--- src/rtl/ps2_ascii_decoder.sv ---
// rtl/ps2_ascii_decoder.sv - PS/2 Set-2 scan bytes to case-correct ASCII/LCD bytes, buffered in an FWFT FIFO
module ps2_ascii_decoder #(
  parameter int         FIFO_DEPTH = 8,
  parameter logic [7:0] ENTER_CODE = 8'hC0,
  parameter logic [7:0] BS_CODE    = 8'h10
) (
  input  logic                          clk,
  input  logic                          rst,
  input  logic [7:0]                    code_in,
  input  logic                          code_valid,
  output logic [7:0]                    ascii_out,
  output logic                          rs_out,
  output logic                          out_valid,
  input  logic                          out_ready,
  output logic                          caps_led,
  output logic [$clog2(FIFO_DEPTH):0]   fifo_count,
  output logic                          overflow
);

  localparam int AW = $clog2(FIFO_DEPTH);
  localparam int CW = AW + 1;

  typedef enum logic [1:0] {S_IDLE, S_EXT, S_BREAK, S_EXT_BREAK} state_t;

  // Returns {hit, rs, data} for a make code given the current modifier state.
  function automatic logic [9:0] map_code(input logic [7:0] code, input logic shift,
                                          input logic caps);
    logic [9:0] r;
    logic [4:0] li;
    logic [3:0] di;
    logic [7:0] sd;
    r  = '0;
    li = 5'd31;
    di = 4'hF;
    sd = 8'h00;
    case (code)
      8'h1C: li = 5'd0;   8'h32: li = 5'd1;   8'h21: li = 5'd2;   8'h23: li = 5'd3;
      8'h24: li = 5'd4;   8'h2B: li = 5'd5;   8'h34: li = 5'd6;   8'h33: li = 5'd7;
      8'h43: li = 5'd8;   8'h3B: li = 5'd9;   8'h42: li = 5'd10;  8'h4B: li = 5'd11;
      8'h3A: li = 5'd12;  8'h31: li = 5'd13;  8'h44: li = 5'd14;  8'h4D: li = 5'd15;
      8'h15: li = 5'd16;  8'h2D: li = 5'd17;  8'h1B: li = 5'd18;  8'h2C: li = 5'd19;
      8'h3C: li = 5'd20;  8'h2A: li = 5'd21;  8'h1D: li = 5'd22;  8'h22: li = 5'd23;
      8'h35: li = 5'd24;  8'h1A: li = 5'd25;
      default: li = 5'd31;
    endcase
    case (code)
      8'h45: di = 4'd0;  8'h16: di = 4'd1;  8'h1E: di = 4'd2;  8'h26: di = 4'd3;
      8'h25: di = 4'd4;  8'h2E: di = 4'd5;  8'h36: di = 4'd6;  8'h3D: di = 4'd7;
      8'h3E: di = 4'd8;  8'h46: di = 4'd9;
      default: di = 4'hF;
    endcase
    case (di)
      4'd0: sd = 8'h29;  4'd1: sd = 8'h21;  4'd2: sd = 8'h40;  4'd3: sd = 8'h23;
      4'd4: sd = 8'h24;  4'd5: sd = 8'h25;  4'd6: sd = 8'h5E;  4'd7: sd = 8'h26;
      4'd8: sd = 8'h2A;  4'd9: sd = 8'h28;
      default: sd = 8'h00;
    endcase
    if (li != 5'd31) begin
      r = {2'b11, ((shift ^ caps) ? 8'h41 : 8'h61) + {3'b000, li}};
    end else if (di != 4'hF) begin
      r = {2'b11, shift ? sd : (8'h30 + {4'h0, di})};
    end else if (code == 8'h29) begin
      r = {2'b11, 8'h20};
    end else if (code == 8'h5A) begin
      r = {2'b10, ENTER_CODE};
    end else if (code == 8'h66) begin
      r = {2'b10, BS_CODE};
    end
    return r;
  endfunction

  state_t          state_q, state_d;
  logic            shift_l_q, shift_l_d, shift_r_q, shift_r_d;
  logic            caps_q, caps_d, caps_held_q, caps_held_d;
  logic [8:0]      mem_q [FIFO_DEPTH];
  logic [AW-1:0]   wr_ptr_q, wr_ptr_d, rd_ptr_q, rd_ptr_d;
  logic [CW-1:0]   count_q, count_d;
  logic [8:0]      last_q, last_d;
  logic            overflow_q, overflow_d;
  logic            is_make, is_release, push_req, push, pop, full;
  logic [9:0]      mapped;
  logic [8:0]      head;

  assign is_make    = code_valid && (state_q == S_IDLE) && (code_in != 8'hE0) && (code_in != 8'hF0);
  assign is_release = code_valid && (state_q == S_BREAK);
  assign mapped     = map_code(code_in, shift_l_q | shift_r_q, caps_q);
  assign push_req   = is_make && mapped[9];
  assign full       = (count_q == CW'(FIFO_DEPTH));
  assign pop        = (count_q != '0) && out_ready;
  assign push       = push_req && (!full || pop);

  always_comb begin
    state_d     = state_q;
    shift_l_d   = shift_l_q;
    shift_r_d   = shift_r_q;
    caps_d      = caps_q;
    caps_held_d = caps_held_q;
    if (code_valid) begin
      case (state_q)
        S_IDLE:  state_d = (code_in == 8'hE0) ? S_EXT : (code_in == 8'hF0) ? S_BREAK : S_IDLE;
        S_EXT:   state_d = (code_in == 8'hF0) ? S_EXT_BREAK : S_IDLE;
        default: state_d = S_IDLE;
      endcase
    end
    if (is_make) begin
      case (code_in)
        8'h12: shift_l_d = 1'b1;
        8'h59: shift_r_d = 1'b1;
        8'h58: begin
          // Typematic repeats of Caps Lock arrive with caps_held set and must not re-toggle.
          if (!caps_held_q) caps_d = ~caps_q;
          caps_held_d = 1'b1;
        end
        default: ;
      endcase
    end
    if (is_release) begin
      case (code_in)
        8'h12:   shift_l_d   = 1'b0;
        8'h59:   shift_r_d   = 1'b0;
        8'h58:   caps_held_d = 1'b0;
        default: ;
      endcase
    end
  end

  always_comb begin
    wr_ptr_d   = push ? wr_ptr_q + AW'(1) : wr_ptr_q;
    rd_ptr_d   = pop ? rd_ptr_q + AW'(1) : rd_ptr_q;
    last_d     = pop ? mem_q[rd_ptr_q] : last_q;
    overflow_d = push_req && full && !pop;
    count_d    = count_q;
    case ({push, pop})
      2'b10:   count_d = count_q + CW'(1);
      2'b01:   count_d = count_q - CW'(1);
      default: count_d = count_q;
    endcase
  end

  always_ff @(posedge clk) begin
    if (rst) begin
      state_q     <= S_IDLE;
      shift_l_q   <= 1'b0;
      shift_r_q   <= 1'b0;
      caps_q      <= 1'b0;
      caps_held_q <= 1'b0;
      wr_ptr_q    <= '0;
      rd_ptr_q    <= '0;
      count_q     <= '0;
      last_q      <= 9'h100;
      overflow_q  <= 1'b0;
    end else begin
      state_q     <= state_d;
      shift_l_q   <= shift_l_d;
      shift_r_q   <= shift_r_d;
      caps_q      <= caps_d;
      caps_held_q <= caps_held_d;
      wr_ptr_q    <= wr_ptr_d;
      rd_ptr_q    <= rd_ptr_d;
      count_q     <= count_d;
      last_q      <= last_d;
      overflow_q  <= overflow_d;
    end
  end

  always_ff @(posedge clk) begin
    if (!rst && push) mem_q[wr_ptr_q] <= mapped[8:0];
  end

  // When empty the outputs keep showing the last popped entry rather than stale storage.
  assign head       = (count_q != '0) ? mem_q[rd_ptr_q] : last_q;
  assign rs_out     = head[8];
  assign ascii_out  = head[7:0];
  assign out_valid  = (count_q != '0);
  assign caps_led   = caps_q;
  assign fifo_count = count_q;
  assign overflow   = overflow_q;

endmodule

--- config.mk ---
export PLATFORM = sky130hd
export DESIGN_NAME = ps2_ascii_decoder
export DESIGN_NICKNAME = d
export VERILOG_FILES = /design/src/rtl/ps2_ascii_decoder.sv
export SDC_FILE = /design/constraint.sdc
export NUM_CORES = 1
export LEC_CHECK = 0
export BUFFER_PORTS_ARGS = -buffer_cell sky130_fd_sc_hd__buf_4
export CORE_UTILIZATION = 40
export CTS_BUF_LIST = sky130_fd_sc_hd__clkbuf_4
export CTS_CLUSTER_SIZE = 12
export DETAILED_ROUTE_END_ITERATION = 7
export PLACE_DENSITY = 0.65
export SLEW_MARGIN = 20
export SYNTH_ARGS = -nofsm -noshare
export SYNTH_HDL_FRONTEND = slang
export SYNTH_SLANG_ARGS = --single-unit
export TNS_END_PERCENT = 20
--- constraint.sdc ---
create_clock -name clk -period 13.44 [get_ports clk]
set_input_delay 3.36 -clock clk [delete_from_list [all_inputs] [get_ports clk]]
set_output_delay 3.36 -clock clk [all_outputs]
set_load 0.005 [all_outputs]
=== Word-level counts from Yosys, hierarchy flattened ===
Memory sizes are Yosys's and may differ from the RTL's. A register that Yosys moved wholly into a read port is not among the register bits.
Index checks and enable logic that the tools add are counted.

* Output and inout port bits: 16
* RAM bits: 72
* Register bits after elaboration: 26
* Input port bits: 12
* Memories: 3
* Bits in read-only memories: 752

* Equality and inequality tests: 27
* Reductions and logical operators: 18
* $add $sub $neg: 6
* Multiplexer cells: 31
* Bitwise logic cells: 4

{| class="wikitable"
|+ Memory list
! memory !! depth !! bits a word !! read ports !! clocked after Yosys merged registers in !! write ports !! line !! source
|-
| (no name shown) || 128 || 5 || 1 || 0 || 0 || 36 || <nowiki>case (code)</nowiki>
|-
| (no name shown) || 16 || 7 || 1 || 0 || 0 || 52 || <nowiki>case (di)</nowiki>
|-
| mem_q || 8 || 9 || 1 || 1 || 1 || 75 || <nowiki>logic [8:0] mem_q [FIFO_DEPTH];</nowiki>
|}

{| class="wikitable"
|+ Operators with widths
! kind !! number
|-
| $eq A8 B6 Y1 const B || 7
|-
| $mux W10 || 5
|-
| $eq A8 B7 Y1 const B || 6
|-
| $pmux W4 S10 || 1
|-
| $eq A8 B5 Y1 const B || 3
|-
| $eq A8 B8 Y1 const B || 2
|-
| $ne A8 B8 Y1 const B || 2
|-
| $mux W1 || 14
|-
| $logic_and A1 B1 Y1 || 10
|-
| $mux W9 || 1
|-
| $add A7 B5 Y8 || 1
|-
| $mux W8 || 1
|-
| $pmux W4 S2 || 1
|-
| $add A6 B4 Y7 const A || 1
|-
| $add A3 B1 Y3 const B || 2
|-
| $mux W2 || 3
|-
| $mux W3 || 2
|-
| $mux W6 || 1
|-
| $mux W5 || 1
|-
| $ne A5 B5 Y1 const B || 1
|-
| $add A4 B1 Y4 const B || 1
|-
| $eq A2 B1 Y1 const B || 2
|-
| $eq A2 B2 Y1 const B || 2
|-
| $eq A4 B4 Y1 const B || 1
|-
| other kinds (12) || 15
|}

=== Longest topological paths before layout ===
Gate-level depths: netlist (run 1).

* Word-level depth: 11
* Mapped depth: 21

=== Worst setup path after synthesis (run 1) ===
OpenSTA, ideal clock, no wires.

* Path kind: in2reg
* From: input code_in[0]
* To: memory mem_q[4][0], enable pin
* Setup slack: 6.439 ns
* Cell stages on the path: 16
* Buffers on the path: 2
* Data arrival time: 6.602 ns
* Setup time: 0.399 ns
* Cell sequence: inv_1 -> ha_1 -> clkbuf_1 -> nand2b_1 -> and3_1 -> o311ai_1 -> a22oi_1 -> ha_1 -> nand2_1 -> nor2_1 -> ha_1 -> o311ai_2 -> o21a_4 -> buf_6 -> nand3_2 -> nor4_1

* Longest elaborated chain between the ends: 11

{| class="wikitable"
|+ Ends and longest elaborated chain
! element !! line !! source
|-
| from (decl) || 9 || <nowiki>input logic [7:0] code_in,</nowiki>
|-
| parallel branches: the longest is 6 deep, another holds $mem_v2 Z128 W5 || n/a ||
|-
| $logic_and A1 B1 Y1 (*) || 87 || <nowiki>assign push_req = is_make && mapped[9];</nowiki>
|-
| $logic_and A1 B1 Y1 (*) || 90 || <nowiki>assign push = push_req && (!full || pop);</nowiki>
|-
| $logic_and A1 B1 Y1 (*) || 167 || <nowiki>if (!rst && push) mem_q[wr_ptr_q] <= mapped[8:0];</nowiki>
|-
| $mux W1 (*) || 167 ||
|-
| $mux W1 (not written as such) (*) || 167 ||
|-
| to (decl) || 75 ||
|}

Every way passes the cells marked *.

=== Worst setup path after layout (run 1) ===
* From: input code_in[1]
* To: register count_q[3], in the netlist fifo_count[3]

* Longest elaborated chain between the ends: 10

{| class="wikitable"
|+ Ends and longest elaborated chain
! element !! line !! source
|-
| parallel branches: the longest is 6 deep, another holds $mem_v2 Z128 W5 || n/a ||
|-
| $logic_and A1 B1 Y1 (*) || 87 ||
|-
| $logic_and A1 B1 Y1 (*) || 90 ||
|-
| $eq A2 B1 Y1 or $eq A2 B2 Y1 (tied branches) || 133 || <nowiki>case ({push, pop})</nowiki>
|-
| $pmux W4 S2 or $reduce_bool A2 Y1 (tied branches) || n/a ||
|-
| to (signal assigned) || 160 || <nowiki>count_q <= count_d;</nowiki>
|-
| to (decl) || 77 || <nowiki>logic [CW-1:0] count_q, count_d;</nowiki>
|}

Marked as above.
A chain may end at the register's enable or synchronous reset.

==> qor.yml, run 1 <==
drv_slew: 0
r2r_slack_ns: 9.89
path_max_fanout: 15
cts_setup_buffers: 0
cts-root-buf: "clkbuf_4"
dr.first_iter.drc_count: 293
synth_cells: 451
synth.avg_cell_area_um2: 11.9
n_antenna_cell: 0
status: "complete, no violations"
yosysWarnings: 0
core_area_um2: 12800
synthFlopType: "edfxtp_1"
cpMostUsedCell: "ha_1"
dieArea_um2: 13800
final_area_um2: 5840
cts.sinks: 101
grt_pass1_vias: 3475
finalPower_uw: 833
slowest_delay_ns: 0.49
hold_slack_ns: 0.491
totalWireLength_mm: 11.2
grt_max_degree: 42
ir_worst_vdd_mv: 0.0552
hpwlAfterDp_mm: 7.62
startpoint_type: "primary input"
drcViolationCount: 0
synth_most_common_cell: "edfxtp_1"
track_usage_pct: 16.8
ys_types: 71
syn2layout_area_growth_pct: 9.12
syn_area_um2: 5350
fin_tns_setup_ns: 0
die_height_um: 118
ant_nets: 0
gp_congestion: 0.934
insertion_delay_ns: 0.45
initial_core_util_pct: 41.7
vias: 3723
crit_end: "fifo_count[3]$_SDFFE_PP0P_"
setup_viol: 0
min_path_type: "register to register"
wl_per_cell_um: 17.5
syn_nets: 477
cap_violations: 0
clkTransAtPathRegs_ns: 0.17
min_path_cells: 1
timing.fmax_mhz: 134
synthTopCellsByCount: "72 x edfxtp_1, 47 x nor2_1, 29 x dfxtp_1"
worstReg2RegEnd: "fifo_count[3]$_SDFFE_PP0P_"
antenna_found_initial: 0
drive_above_1_share_pct: 18.8
tightest_slew_ns: 1.05
cp_cell_sequence: "buf_4 > inv_1 > ha_1 > ha_1 > o21ai_0 > a31oi_1 > a211oi_1 > ha_1 > nand2_1 > nor2_1 > ha_1 > o311ai_2 > o21ai_2 > nand2_1 > inv_1 > ha_1 > a21o_1 > a21oi_1 > nor3_1 > mux2i_1 > mux2_1"
min_period_ns: 7.47
crit_path_end_kind: "register"
die_x_um: 118
leakagePower_uw: 0.00195
vias_per_cell: 5.81
crit_slowest_cell: "ha_1"
h-tree-depth: 3
cts_resized: 0
worstSetupPathType: "primary input to register"
ys_async_sr_fraction_pct: 0
post-route-period-util_pct: 55.6
critical_path_arrival_ns: 7.83
rsz0062_at_grt: "false"
gr-total-overflow: 0
startpoint: "code_in[1]"
drtPass1Iterations: 5
hold_violations: 0
cts_tree: "done"
rr_worst_depth: 11
synth_top_area_share_pct: 40.4
ys_seq_area_share_pct: 51.2
maxSlewHeadroom_pct: 29.7
finalNetCount: 490
rows: 41
clockBufferDepth: 2
placed_area_um2: 5670
ys_ff_latch: 101
r2r_start: "fifo_count[0]$_SDFFE_PP0P_"
synth_edf_count: 72
cts_hold_buf: 0
synthTopCellsByArea: "edfxtp_1 40%, dfxtp_1 11%, mux4_2 8.4%"
pwr_density_cell_nw_per_um2: 143
numCtsBuffers: 9
clock_skew_ns: 0.0246
cp.required_ns: 13.80
grt_pass1_wl_mm: 18.3
port_buffers: 27
yosysTopAreaCell: "edfxtp_1"
num_io_pins: 28
==> layer usage <==
layer	part of all wire (%)	vias up	global-route usage, %
met4	0.83	0	4.33
met1	45	1816	23.4
met2	49	128	27.2
li1	-	1771	-
met5	0	-	0
met3	5.5	8	2.52
==> report_power, final <==
part / total (uW) / internal, uW / switching [uW]
clock network: 175 / 63.5 / 111
registers: 369 / 354 / 14.7
logic: 289 / 135 / 154
==> logic make-up after synthesis <==
group | synth area share, %
multiplexers | 12.2
AO/OA/AOI/OAI | 11.2
XOR/XNOR | 1.64
adder cells (fa/ha/maj) | 3.41
AND/OR/NAND/NOR | 16.8
flip-flops | 51.2
buffers and inverters | 3.55
==> stage by stage <==
| step | cells | setup slack, ns | utilization, % |
|---|---|---|---|
| after floorplan | 451 | 6.44 | - |
| after global placement | 625 | 5.76 | 44.2 |
| after detailed placement | 625 | 5.54 | 44.2 |
| after CTS | 641 | 6.06 | 45.5 |
| after global routing | 641 | 5.58 | 45.5 |
| final | 641 | 5.97 | 45.5 |
==> worst max-delay path, delay by kind of cell <==
kind / cells / cell delay (ns)
fa+ha+maj: 5 / 1.61
compound gates: 7 / 1.61
buf+inv: 3 / 0.34
mux: 2 / 0.52
simple gates: 4 / 0.39
==> cell type report <==
class | instances | area, um^2
inverter | 11 | 41.3
clock buffer | 9 | 67.6
clock inverter | 7 | 103
timing repair buffer | 32 | 240
tap | 172 | 215
fill | 1173 | 6980
multi-input combinational | 309 | 2430
sequential | 101 | 2740
==> cells in the final DEF (no fill, tap or decap), types with 6 or more instances in the layout <==
cell type  netlist  final
nor3_1          10      9
nand3_1         12     12
o21ai_0          7      7
a211oi_1        10     10
nor2_1          47     47
inv_1            9      9
ha_1            13     13
buf_4            4     32
edfxtp_1        72     72
nand2_1         27     27
clkbuf_4         0      9
dfxtp_1         29     29
a21oi_1         23     23
xnor2_1          7      7
mux4_2          20     20
nand2b_1         9      9
nand4_1          6      6
nor2b_1          7      7
mux2i_1         12     12
==> worst min-delay path by stage <==
stage	startpoint	endpoint	slack, ns
2_1_floorplan	last_q[8]$_SDFFE_PP1P_	last_q[8]$_SDFFE_PP1P_	0.44
3_3_place_gp	last_q[8]$_SDFFE_PP1P_	last_q[8]$_SDFFE_PP1P_	0.45
3_5_place_dp	last_q[8]$_SDFFE_PP1P_	last_q[8]$_SDFFE_PP1P_	0.45
4_1_cts	last_q[8]$_SDFFE_PP1P_	last_q[8]$_SDFFE_PP1P_	0.49
5_1_grt	rd_ptr_q[1]$_SDFFE_PP0P_	rd_ptr_q[1]$_SDFFE_PP0P_	0.51
6_report	last_q[8]$_SDFFE_PP1P_	last_q[8]$_SDFFE_PP1P_	0.49
==> sequential cells by signal, summed over array words and instances, names as in the netlist, named ones only <==
signal	flops
rd_ptr_q	3
last_q	9
caps_led	1
caps_held_q	1
shift_r_q	1
shift_l_q	1
state_q	2
wr_ptr_q	3
mem_q	72
fifo_count	4
overflow	1
No activity file was read; power rests on OpenSTA's default activity.
==> run 2: changes to the inputs <==
--- a/config.mk
+++ b/config.mk
@@ -10,7 +10,7 @@
 export CTS_BUF_LIST = sky130_fd_sc_hd__clkbuf_4
 export CTS_CLUSTER_SIZE = 12
 export DETAILED_ROUTE_END_ITERATION = 7
-export PLACE_DENSITY = 0.65
+export PLACE_DENSITY = 0.67
 export SLEW_MARGIN = 20
 export SYNTH_ARGS = -nofsm -noshare
 export SYNTH_HDL_FRONTEND = slang
==> constraint.sdc (replaced) <==
create_clock -name clk -period 6.4 [get_ports clk]
set_input_delay 1.6 -clock clk [delete_from_list [all_inputs] [get_ports clk]]
set_output_delay 1.6 -clock clk [all_outputs]
set_load 0.005 [all_outputs]
==> qor.yml, run 2 (synthesis gave the netlist of run 1 again) <==
h-tree-depth: 3
largest_reg_flops: 72
gp_congestion: 0.910
antenna_found_initial: 0
die_height_um: 118
maxSlewHeadroom_pct: 34.2
clock_skew_ns: 0.0249
swShare_pct: 31.1
n_antenna_cell: 0
min_path_type: "register to register"
p_comb_share_pct: 33.3
cts_resized: 0
track_usage_pct: 17.0
cts_hold_buf: 0
vias_per_cell: 5.77
dieArea_um2: 13800
clockPowerShare_pct: 24.8
fillCellCount: 1136
drive_above_1_share_pct: 19.6
ant_nets: 0
pwr_density_cell_nw_per_um2: 311
dr.first_iter.drc_count: 344
post-route-period-util_pct: 79.4
numCtsBuffers: 9
leakagePower_uw: 0.00201
cap_violations: 0
cpMostUsedCell: "ha_1"
hold_violations: 0
grt_busiest_layer: "met2"
multi_input_area_um2: 2430
finalNetCount: 496
cts.sinks: 101
drcViolationCount: 0
min_period_ns: 5.08
clockBufferDepth: 2
crit_path_end_kind: "register"
num_io_pins: 28
gr-usage-met1_pct: 23.1
wl_per_cell_um: 17.4
ir_worst_vdd_mv: 0.117
drtPass1Iterations: 5
grt_pass1_wl_mm: 18.7
seq_area_um2: 2740
cp.required_ns: 6.76
fin_tns_setup_ns: 0
vias: 3730
drv_slew: 0
rsz0062_at_grt: "false"
grt_max_degree: 42
slowest_delay_ns: 0.43
critical_path_arrival_ns: 5.44
grt_pass1_vias: 3528
final_core_util_pct: 46.3
cp_cell_sequence: "buf_4 > inv_1 > ha_1 > ha_1 > o21ai_0 > a31oi_1 > a211oi_1 > ha_1 > nand2_1 > nor2_1 > ha_1 > o311ai_2 > o21ai_2 > nand2_1 > inv_1 > ha_1 > a21o_1 > a21oi_1 > nor3_1 > mux2i_1 > mux2_1"
core_area_um2: 12800
switchingPower_uw: 574
totalWireLength_mm: 11.3
grt_util_met2_pct: 27.6
mostFrequentLayoutCell: "edfxtp_1"
cts_tree: "done"
intPower_uw: 1270
grtUsageMet3_pct: 2.81
cts-root-buf: "clkbuf_4"
timing.fmax_mhz: 197
insertion_delay_ns: 0.45
status: "complete, no violations"
startpoint_type: "primary input"
final_area_um2: 5930
clkTransAtPathRegs_ns: 0.16
path_max_fanout: 11
hpwlAfterDp_mm: 7.68
layout_common_cells: "72 x edfxtp_1, 47 x nor2_1, 38 x buf_4"
crit_slowest_cell: "a211oi_1"
syn2layout_area_growth_pct: 10.8
gr-total-overflow: 0
initial_core_util_pct: 41.7
rows: 41
setup_viol: 0
p_seq_share_pct: 41.9
worstSetupPathType: "primary input to register"
cts_setup_buffers: 0
port_buffers: 27
die_x_um: 118
placed_area_um2: 5710
tightest_slew_ns: 0.977
regMostFlops: "mem_q"
## run 2: path summary, 6_finish.rpt
check | depth (start not counted) | slack (ns) | to | start
setup / recovery | 21 | 1.32 | fifo_count[3]$_SDFFE_PP0P_ | code_in[1]
hold / removal | 1 | 0.49 | last_q[8]$_SDFFE_PP1P_ | last_q[8]$_SDFFE_PP1P_
setup reg to reg | 11 | 2.86 | fifo_count[3]$_SDFFE_PP0P_ | fifo_count[0]$_SDFFE_PP0P_
hold reg to reg | 1 | 0.49 | last_q[8]$_SDFFE_PP1P_ | last_q[8]$_SDFFE_PP1P_
## run 2: final cells by class
cell class              instances  area share [%]
flip-flops and latches        101            46.2
multi-input cells             309            40.9
repair buffers                 38            4.81
well taps                     172            3.63
clock inverters                 7            2.59
clock buffers                   9            1.14
inverters                      11           0.696
## run 2: power by group through the flow
stage | clock [uW] | sequential [uW] | combinational (uW)
finish | 458 | 774 | 615
global route | 496 | 779 | 685
CTS | 469 | 774 | 619
detailed placement | 0 | 788 | 616
global placement | 0 | 787 | 602
floorplan | 0 | 777 | 416
## run 2: metrics by stage
step / std cells / total power (uW) / setup slack (ns) / hold slack, ns
2_1_floorplan: 451 / 1190 / 1.16 / 0.436
3_3_place_gp: 631 / 1390 / 1.02 / 0.448
3_5_place_dp: 631 / 1400 / 0.845 / 0.455
4_1_cts: 647 / 1860 / 1.37 / 0.487
5_1_grt: 647 / 1960 / 1.07 / 0.499
6_report: 647 / 1850 / 1.32 / 0.485
## run 2: metal layers
metal	routed length, um	share of wire [%]
met5	0	0
met4	165	1.5
met3	530	4.7
met2	5560	49
met1	5030	45
## run 2: critical path, delay by kind of cell
kind                     cells  cell delay, ns
multiplexers                 2            0.52
adder cells (fa/ha/maj)      5            1.29
buffers and inverters        3            0.34
AO/OA/AOI/OAI                7            1.34
AND/OR/NAND/NOR              4            0.34
==> run 3: changes to the inputs <==
--- a/config.mk
+++ b/config.mk
@@ -10,7 +10,7 @@
 export CTS_BUF_LIST = sky130_fd_sc_hd__clkbuf_4
 export CTS_CLUSTER_SIZE = 12
 export DETAILED_ROUTE_END_ITERATION = 7
-export PLACE_DENSITY = 0.67
+export PLACE_DENSITY = 0.65
 export SLEW_MARGIN = 20
 export SYNTH_ARGS = -nofsm -noshare
 export SYNTH_HDL_FRONTEND = slang
==> constraint.sdc (replaced) <==
create_clock -name clk -period 5.2 [get_ports clk]
set_input_delay 1.3 -clock clk [delete_from_list [all_inputs] [get_ports clk]]
set_output_delay 1.3 -clock clk [all_outputs]
set_load 0.005 [all_outputs]
==> qor.yml, run 3 (synthesis gave the netlist of run 1 again) <==
status: "complete, no violations"
ant_nets: 0
hpwlAfterDp_mm: 7.74
cap_violations: 0
hold_violations: 0
critical_path_buf_inv_count: 3
r2r_start: "fifo_count[0]$_SDFFE_PP0P_"
syn2layout_area_growth_pct: 10.3
maxSlewHeadroom_pct: 39.5
die_x_um: 118
layout_common_cells: "72 x edfxtp_1, 47 x nor2_1, 47 x buf_4"
finalNetCount: 505
path_delay_family: "adder cells"
totalWireLength_mm: 11.4
insertion_delay_ns: 0.46
cpMostUsedCell: "ha_1"
regMostFlops: "mem_q"
grt_max_degree: 42
critical_path_arrival_ns: 4.83
leakagePower_uw: 0.00201
path_max_fanout: 8
worstSetupPathType: "primary input to register"
ir_worst_vdd_mv: 0.127
clock_skew_ns: 0.0121
rsz0062_at_grt: "false"
cts_hold_buf: 0
final_area_um2: 5900
timing.fmax_mhz: 224
dieArea_um2: 13800
mostFrequentLayoutCell: "edfxtp_1"
min_period_ns: 4.47
cp_cell_sequence: "buf_4 > inv_1 > ha_1 > ha_1 > o21ai_0 > a31oi_1 > a211oi_1 > ha_1 > nand2_1 > nor2_1 > ha_1 > o311ai_2 > o21ai_2 > nand2_1 > inv_1 > ha_1 > a21o_1 > a21oi_1 > nor3_1 > mux2i_1 > mux2_1"
crit_path_end_kind: "register"
largest_reg_flops: 72
pwr_density_cell_nw_per_um2: 354
antenna_found_initial: 0
drtPass1Iterations: 4
drv_slew: 0
cts.sinks: 101
post-route-period-util_pct: 85.9
min_path_cells: 2
cts_resized: 0
rows: 41
final_core_util_pct: 46.0
cp.required_ns: 5.57
port_buffers: 27
fin_tns_setup_ns: 0
setup_viol: 0
grt_pass1_vias: 3575
startpoint_type: "primary input"
worstReg2RegEnd: "fifo_count[3]$_SDFFE_PP0P_"
clkTransAtPathRegs_ns: 0.16
r2r_slack_ns: 2.03
wl_per_cell_um: 17.4
rr_worst_depth: 12
fillCellCount: 1169
hold_slack_ns: 0.497
gr-total-overflow: 0
dr.first_iter.drc_count: 412
finalPower_uw: 2090
vias: 3742
drcViolationCount: 0
placed_area_um2: 5780
die_height_um: 118
initial_core_util_pct: 41.7
cts_tree: "done"
slowest_delay_ns: 0.33
crit_slowest_cell: "mux2_1"
numCtsBuffers: 9
num_io_pins: 28
vias_per_cell: 5.70
clockBufferDepth: 2
h-tree-depth: 3
cts-root-buf: "clkbuf_4"
track_usage_pct: 17.1
drive_above_1_share_pct: 20.9
min_path_type: "register to register"
gp_congestion: 0.900
cts_setup_buffers: 0
grt_pass1_wl_mm: 18.7
hold_start: "rd_ptr_q[1]$_SDFFE_PP0P_"
core_area_um2: 12800
tightest_slew_ns: 0.906
[run 3: metrics by stage]
stage	std cells	setup slack, ns
3_5_place_dp	640	0.235
5_1_grt	656	0.474
6_report	657	0.733
3_3_place_gp	640	0.360
2_1_floorplan	451	0.259
4_1_cts	656	0.746
[run 3: final cells by class]
class,count,area (um^2),area share [%]
clock inverter,7,53.8,0.912
sequential,101,2740,46.5
clock buffer,9,67.6,1.14
timing repair buffer,47,353,5.98
inverter,11,41.3,0.700
multi-input combinational,309,2430,41.1
antenna,1,2.50,0.0424
tap,172,215,3.65
[run 3: power by group]
group	switching [uW]	total [uW]	leakage [uW]	internal [uW]
logic	377	736	0.00104	359
clock network	269	374	0.0000667	105
registers	61.7	977	0.000898	915
total	708	2090	0.00201	1380
[run 3: routing by layer]
metal	global-route usage [%]	up-vias	share of wire, %
li1	-	1789	-
met1	23.7	1818	46
met2	27.3	121	47
met3	2.76	14	5.1
met4	5.69	0	1.6
met5	0	-	0
[run 3: worst min-delay path, delay by kind of cell (launching register included)]
kind / cells / cell delay (ns)
DFF: 1 / 0.34
and+or+nand+nor: 1 / 0.05
AOI/OAI and AO/OA: 1 / 0.07
[run 3: worst max-delay path by stage]
stage                     startpoint                    endpoint  cells past startpoint
after floorplan           code_in[0]       mem_q[4][0]$_DFFE_PP_                     16
after global placement    code_in[1]  fifo_count[3]$_SDFFE_PP0P_                     21
after detailed placement  code_in[1]  fifo_count[3]$_SDFFE_PP0P_                     21
after CTS                 code_in[1]  fifo_count[3]$_SDFFE_PP0P_                     21
after global routing      code_in[1]  fifo_count[3]$_SDFFE_PP0P_                     21
final                     code_in[1]  fifo_count[3]$_SDFFE_PP0P_                     21
